$ cat config.mk
export PLATFORM = sky130hd
export DESIGN_NAME = prog_loader
export DESIGN_NICKNAME = d
export VERILOG_FILES = /design/src/rtl/prog_loader.sv
export SDC_FILE = /design/constraint.sdc
export NUM_CORES = 1
export LEC_CHECK = 0
export BUFFER_PORTS_ARGS = -buffer_cell sky130_fd_sc_hd__buf_2
export CORE_ASPECT_RATIO = 1.75
export CORE_MARGIN = 2
export CORE_UTILIZATION = 40
export CTS_CLUSTER_SIZE = 16
export DETAILED_ROUTE_END_ITERATION = 12
export SLEW_MARGIN = 20
export SYNTH_ARGS = -nofsm -noshare
export SYNTH_HDL_FRONTEND = slang
export SYNTH_SLANG_ARGS = --single-unit
$ cat constraint.sdc
create_clock -name clk -period 5.6 [get_ports clk]
set_clock_uncertainty 0.1 [all_clocks]
set_input_delay 0.84 -clock clk [delete_from_list [all_inputs] [get_ports clk]]
set_output_delay 0.84 -clock clk [all_outputs]
set_load 0.05 [all_outputs]
$ cat src/rtl/prog_loader.sv
// prog_loader: accepts a program over a valid/ready word stream, writes it into
// instruction memory and releases the CPU from reset once the image is in place.
//
// Optional feature: define PROG_LOADER_CHECKSUM_EN to require a trailing 32-bit
// mod-2^32 sum of the payload words; a mismatch parks the loader in ERR.
//
// Ports:
//   clk, rst            sole clock, synchronous active-high reset
//   s_valid/s_ready/s_data  load stream (header, payload, [checksum])
//   restart             single-cycle request to return to IDLE
//   imem_we/imem_addr/imem_wdata  instruction-memory write port
//   cpu_rst_n           active-low CPU reset, high only while running
//   busy, done, error   loading / running / failed status
//   loaded_count        payload words written since the last header
module prog_loader #(
  parameter int unsigned IMEM_DEPTH = 1024,
  parameter logic [15:0] MAGIC      = 16'hC0DE,
  localparam int unsigned AW        = (IMEM_DEPTH > 1) ? $clog2(IMEM_DEPTH) : 1
) (
  input  logic          clk,
  input  logic          rst,
  input  logic          s_valid,
  output logic          s_ready,
  input  logic [31:0]   s_data,
  input  logic          restart,
  output logic          imem_we,
  output logic [AW-1:0] imem_addr,
  output logic [31:0]   imem_wdata,
  output logic          cpu_rst_n,
  output logic          busy,
  output logic          done,
  output logic          error,
  output logic [15:0]   loaded_count
);

`ifdef PROG_LOADER_CHECKSUM_EN
  typedef enum logic [2:0] {ST_IDLE, ST_LOAD, ST_CHK, ST_RUN, ST_ERR} state_t;
`else
  typedef enum logic [2:0] {ST_IDLE, ST_LOAD, ST_RUN, ST_ERR} state_t;
`endif

  state_t      state_q, state_d;
  logic [15:0] n_q;
  logic [15:0] cnt_q;
  logic        xfer_c;
  logic        hdr_ok_c;
  logic        last_c;
`ifdef PROG_LOADER_CHECKSUM_EN
  logic [31:0] sum_q;
`endif

  // Stream is open while waiting for header, payload or checksum; restart blocks it.
  always_comb begin
    s_ready = 1'b0;
    case (state_q)
      ST_IDLE, ST_LOAD: s_ready = !restart;
`ifdef PROG_LOADER_CHECKSUM_EN
      ST_CHK:           s_ready = !restart;
`endif
      default:          s_ready = 1'b0;
    endcase
  end

  assign xfer_c   = s_valid && s_ready;
  assign hdr_ok_c = (s_data[31:16] == MAGIC) && (s_data[15:0] != 16'd0) &&
                    (32'(s_data[15:0]) <= 32'(IMEM_DEPTH));
  assign last_c   = (cnt_q == n_q - 16'd1);

  // Next-state logic.
  always_comb begin
    state_d = state_q;
    case (state_q)
      ST_IDLE: if (xfer_c) state_d = hdr_ok_c ? ST_LOAD : ST_ERR;
      ST_LOAD: begin
        if (xfer_c && last_c) begin
`ifdef PROG_LOADER_CHECKSUM_EN
          state_d = ST_CHK;
`else
          state_d = ST_RUN;
`endif
        end
      end
`ifdef PROG_LOADER_CHECKSUM_EN
      ST_CHK:  if (xfer_c) state_d = (s_data == sum_q) ? ST_RUN : ST_ERR;
`endif
      default: state_d = state_q;
    endcase
    if (restart) state_d = ST_IDLE;
  end

  // State, write port and status registers. done/cpu_rst_n require RUN on two
  // consecutive cycles so the CPU leaves reset strictly after the last write.
  always_ff @(posedge clk) begin
    if (rst) begin
      state_q      <= ST_IDLE;
      n_q          <= 16'd0;
      cnt_q        <= 16'd0;
      imem_we      <= 1'b0;
      imem_addr    <= '0;
      imem_wdata   <= 32'd0;
      cpu_rst_n    <= 1'b0;
      busy         <= 1'b0;
      done         <= 1'b0;
      error        <= 1'b0;
      loaded_count <= 16'd0;
`ifdef PROG_LOADER_CHECKSUM_EN
      sum_q        <= 32'd0;
`endif
    end else begin
      state_q <= state_d;
      imem_we <= xfer_c && (state_q == ST_LOAD);
      if (xfer_c && (state_q == ST_IDLE)) begin
        n_q          <= s_data[15:0];
        cnt_q        <= 16'd0;
        loaded_count <= 16'd0;
`ifdef PROG_LOADER_CHECKSUM_EN
        sum_q        <= 32'd0;
`endif
      end
      if (xfer_c && (state_q == ST_LOAD)) begin
        imem_addr    <= AW'(cnt_q);
        imem_wdata   <= s_data;
        cnt_q        <= cnt_q + 16'd1;
        loaded_count <= loaded_count + 16'd1;
`ifdef PROG_LOADER_CHECKSUM_EN
        sum_q        <= sum_q + s_data;
`endif
      end
`ifdef PROG_LOADER_CHECKSUM_EN
      busy  <= (state_d == ST_LOAD) || (state_d == ST_CHK);
`else
      busy  <= (state_d == ST_LOAD);
`endif
      error     <= (state_d == ST_ERR);
      done      <= (state_q == ST_RUN) && (state_d == ST_RUN);
      cpu_rst_n <= (state_q == ST_RUN) && (state_d == ST_RUN);
    end
  end

endmodule

# Word level (Yosys, flattened, before mapping)
# Cells that the tools add are included.
# op_classes
bitwise_logic	0
div_mod_pow	0
n_eq_ne	7
n_mux	9
addsub	3
shift	0
reduce_logical	12
multipliers	0
magnitude_cmp	1
# op_table
op	n
$mux 16	3
$add 16x1->16 const B	2
$eq 16x16->1	1
$eq 16x16->1 const B	1
$le 16x11->1 const B	1
$reduce_bool 16->1	1
$sub 16x1->16 const B	1
$eq 3x2->1 const B	3
$mux 3	3
$logic_and 1x1->1	7
$eq 3x1->1 const B	2
$pmux 3 s2	1
$logic_not 3->1	1
$mux 2	1
$reduce_bool 2->1	1
$reduce_or 2->1	1
$logic_not 1->1	1
$mux 1	1
# word_totals
romBits	0
input_bits	36
output_inout_bits	64
n_memories	0
ramBits	0
latchBits	0
elab_cells	42
register_bits	97

# Longest topological paths before layout
# logic_depth
ltp_word	10
mapped_depth	9
mapped_depth_nobuf	8

# Worst setup path after synthesis
# Ideal clock, no wire load.
# synth_timing
path_type	input to register
start	input restart
end	register n_q[10]
required_time_ns	5.430
setup_time_ns	0.070
slack_ns	2.423
path_stages	6
n_path_buf	1
arrival_time_ns	3.007
cell_sequence	nor3_1 > nand2_1 > nor2_1 > clkbuf_1 > nand2_1 > a21oi_1
# synth_via
elab_chain_cells	4
# synth_lines
element	line_no	source
start, declared	25	input logic restart,
$logic_not 1->1	56	ST_IDLE, ST_LOAD: s_ready = !restart;
$mux 1	55	case (state_q)
$logic_and 1x1->1	64	assign xfer_c = s_valid && s_ready;
$logic_and 1x1->1	112	if (xfer_c && (state_q == ST_IDLE)) begin
end signal, assigned	113	n_q <= s_data[15:0];
end, declared	43	logic [15:0] n_q;
# Every way passes these cells.
# A chain may end at the register's enable or synchronous reset.

==> run summary <==
Worst Setup End Kind: flop
Setup CP Type: input port to flop
top_reg_cell synth: dfxtp_1
Simple-Gate Fraction of Synth Area: 0.277
status: finished clean
Final WS setup: 3.03 ns
routed vias/inst: 5.29
Post-CTS Setup Inserts: 0
number of synthesized register bits: 97
Setup WS pre-CTS: 2.62 ns
Worst Path Arrival: 2.68 ns
H-tree depth: 3
std cell rows: 50
Adder-Cell Fraction of Synth Area: 0.00855
IO Count: 100
share of cells above drive strength 1: 0.204
GPL Wtd Cong: 0.857
Worst-path clk slew: 0.06 ns
clk buf depth: 2
Pins Over Slew Limit: 0
CP Buf/Inv Count: 3
Crit path max-delay family: buffers and inverters
max-capacitance violation count: 0
mux contribution to synthesized area: 0
Layout area overhead: 19.0%
most frequent cells after synthesis: 144 x nand2_1, 97 x dfxtp_1, 66 x a21oi_1
post-synthesis cell type count: 56
CTS buffer count: 9
max frequency: 390 MHz
clk_lat worst skew: 0.35 ns
largest area contributor in the netlist: dfxtp_1
pwr dens: 278 mW/mm2
hold crit path type: flop to flop
final period utilization: 0.458
most common cell in the netlist: nand2_1
fin util: 0.489
required time of the critical path: 5.72 ns
count of clock tree sinks: 97
DRC Markers: 0
post_cts resized: 0
Max VDD drop: 178 uV
cell count after synthesis: 562
DR vias: 4110
IO Port Bufs: 99
Synth Warn #: 0
slew margin rel.: 0.363
Die Span X: 83.2 um
DIE HEIGHT: 143 um
vias in the first global route: 4079
leakage power: 2.09 nW
Overall Power: 1.45 mW
final hold violation count: 0
final setup vio count: 0
first-pass GRT wire length: 19200 um
Worst setup SP type: input port
Starting Density: 0.411
Post-DRT Antenna Nets: 0
Overflow after GRT: 0
unrepaired setup endpoints after global routing: no
async set-or-reset flop fraction in the synthesized netlist: 0
dpl cells: 763
Cell Area, Placed: 0.00494 mm2
register area share after synthesis: 0.442
Iteration-0 DRC Markers: 185
Post-DP HPWL: 8400 um
die area: 0.0119 mm2
drt pass-1 iters: 4
largest net degree at the start of global routing: 68
Worst Path Max Fanout: 67
core area: 0.0107 mm2
Design Area, Final: 0.00523 mm2
largest cells by area after synthesis: dfxtp_1 44%, nand2_1 12%, a21oi_1 7.5%
cells along the critical path: buf_2 -> buf_4 -> nand2b_1 -> inv_2 -> o21a_1 -> o21ai_0 -> o41ai_1
post-cts hold buffer count: 0
fin cells: 777
Mapped Area: 0.00439 mm2
drt wl/cell: 14.7 um
Hold Slack: 0.350 ns
CTS Root Cell: clkbuf_16
main combinational cell family by area after synthesis: simple AND/OR/NAND/NOR gates
syn nets: 601
Fin Setup TNS: 0 ns
Worst path slowest cell: nand2b_1
worst-margin pin slew: 0.952 ns
post-synthesis xor/xnor area fraction: 0.0658
Ant. Diodes: 0
Synth top area share: 0.442
Post-synth EDFFs: 0
initial antenna violation count: 0
post-synthesis compound-gate area fraction: 0.161
Layout Nets: 683
CTS tree: done
CP max stage delay: 0.58 ns
Final Critical Period: 2.57 ns
Tot GR Track Use: 0.199
Syn Area/Cell: 7.81 um2
Routed WL: 11400 um
-- logic make-up after synthesis --
kind of cell,after synthesis
compound gates,120
simple gates,263
buf+inv,46
xor+xnor,33
flops,97
fa+ha+maj,3
-- worst paths after layout --
kind	startpoint	end	slack, ns	cells after the start
worst max-delay path	rst	loaded_count[8]$_SDFFE_PP0P_	3.03	7
worst min-delay path	imem_wdata[18]$_SDFFE_PP0P_	imem_wdata[18]$_SDFFE_PP0P_	0.35	2
worst max register to register	n_q[0]$_SDFFE_PP0P_	state_q[0]$_SDFF_PP0_	3.05	8
worst min register to register	imem_wdata[18]$_SDFFE_PP0P_	imem_wdata[18]$_SDFFE_PP0P_	0.35	2
-- cell type report --
cell class	count	area, um2
Timing Repair Buffer	104	533
Inverter	13	48.8
Tap cell	130	163
Fill cell	1102	5470
Clock buffer	9	225
Sequential cell	97	1940
Multi-Input combinational cell	419	2260
Clock inverter	5	58.8
-- sequential cells by signal, summed over array words and instances (netlist names) --
| register | flops |
|---|---|
| imem_addr | 10 |
| loaded_count | 16 |
| done | 1 |
| state_q | 3 |
| imem_we | 1 |
| imem_wdata | 32 |
| cnt_q | 16 |
| busy | 1 |
| n_q | 16 |
| error | 1 |
-- tightest hold or removal path: cells and delay by family, from the launching register on --
family             cells  cell delay (ns)
AOI/OAI and AO/OA      1             0.05
DFF                    1             0.30
and+or+nand+nor        1             0.05
-- power breakdown --
part / internal (mW) / total (mW) / switching [mW]
sequential: 0.699 / 0.710 / 0.0117
combinational: 0.0503 / 0.138 / 0.0878
clock: 0.341 / 0.606 / 0.265
-- metal layers --
metal / share of wire / track usage / vias to the layer above
met2: 0.53 / 0.365 / 89
li1: - / - / 2074
met3: 0.037 / 0.0480 / 19
met1: 0.40 / 0.215 / 1928
met5: 0 / 0 / -
met4: 0.034 / 0.0880 / 0
-- placed cells by master, fill, tap and decap left out, types with 3 or more instances in the layout --
master / count
nand2_1: 144
buf_2: 99
dfxtp_1: 97
a21oi_1: 66
nor2_1: 37
o21ai_0: 27
xnor2_1: 18
nand3_1: 15
xor2_1: 15
nor3_1: 14
inv_1: 12
nand4_1: 11
clkbuf_16: 9
and3_1: 6
nor4_1: 6
buf_4: 5
a31oi_1: 4
o211ai_1: 4
nand2b_1: 3
o41ai_1: 3
nand3b_1: 3
or3_1: 3
ha_1: 3
Power figures use the tool's default switching activity.
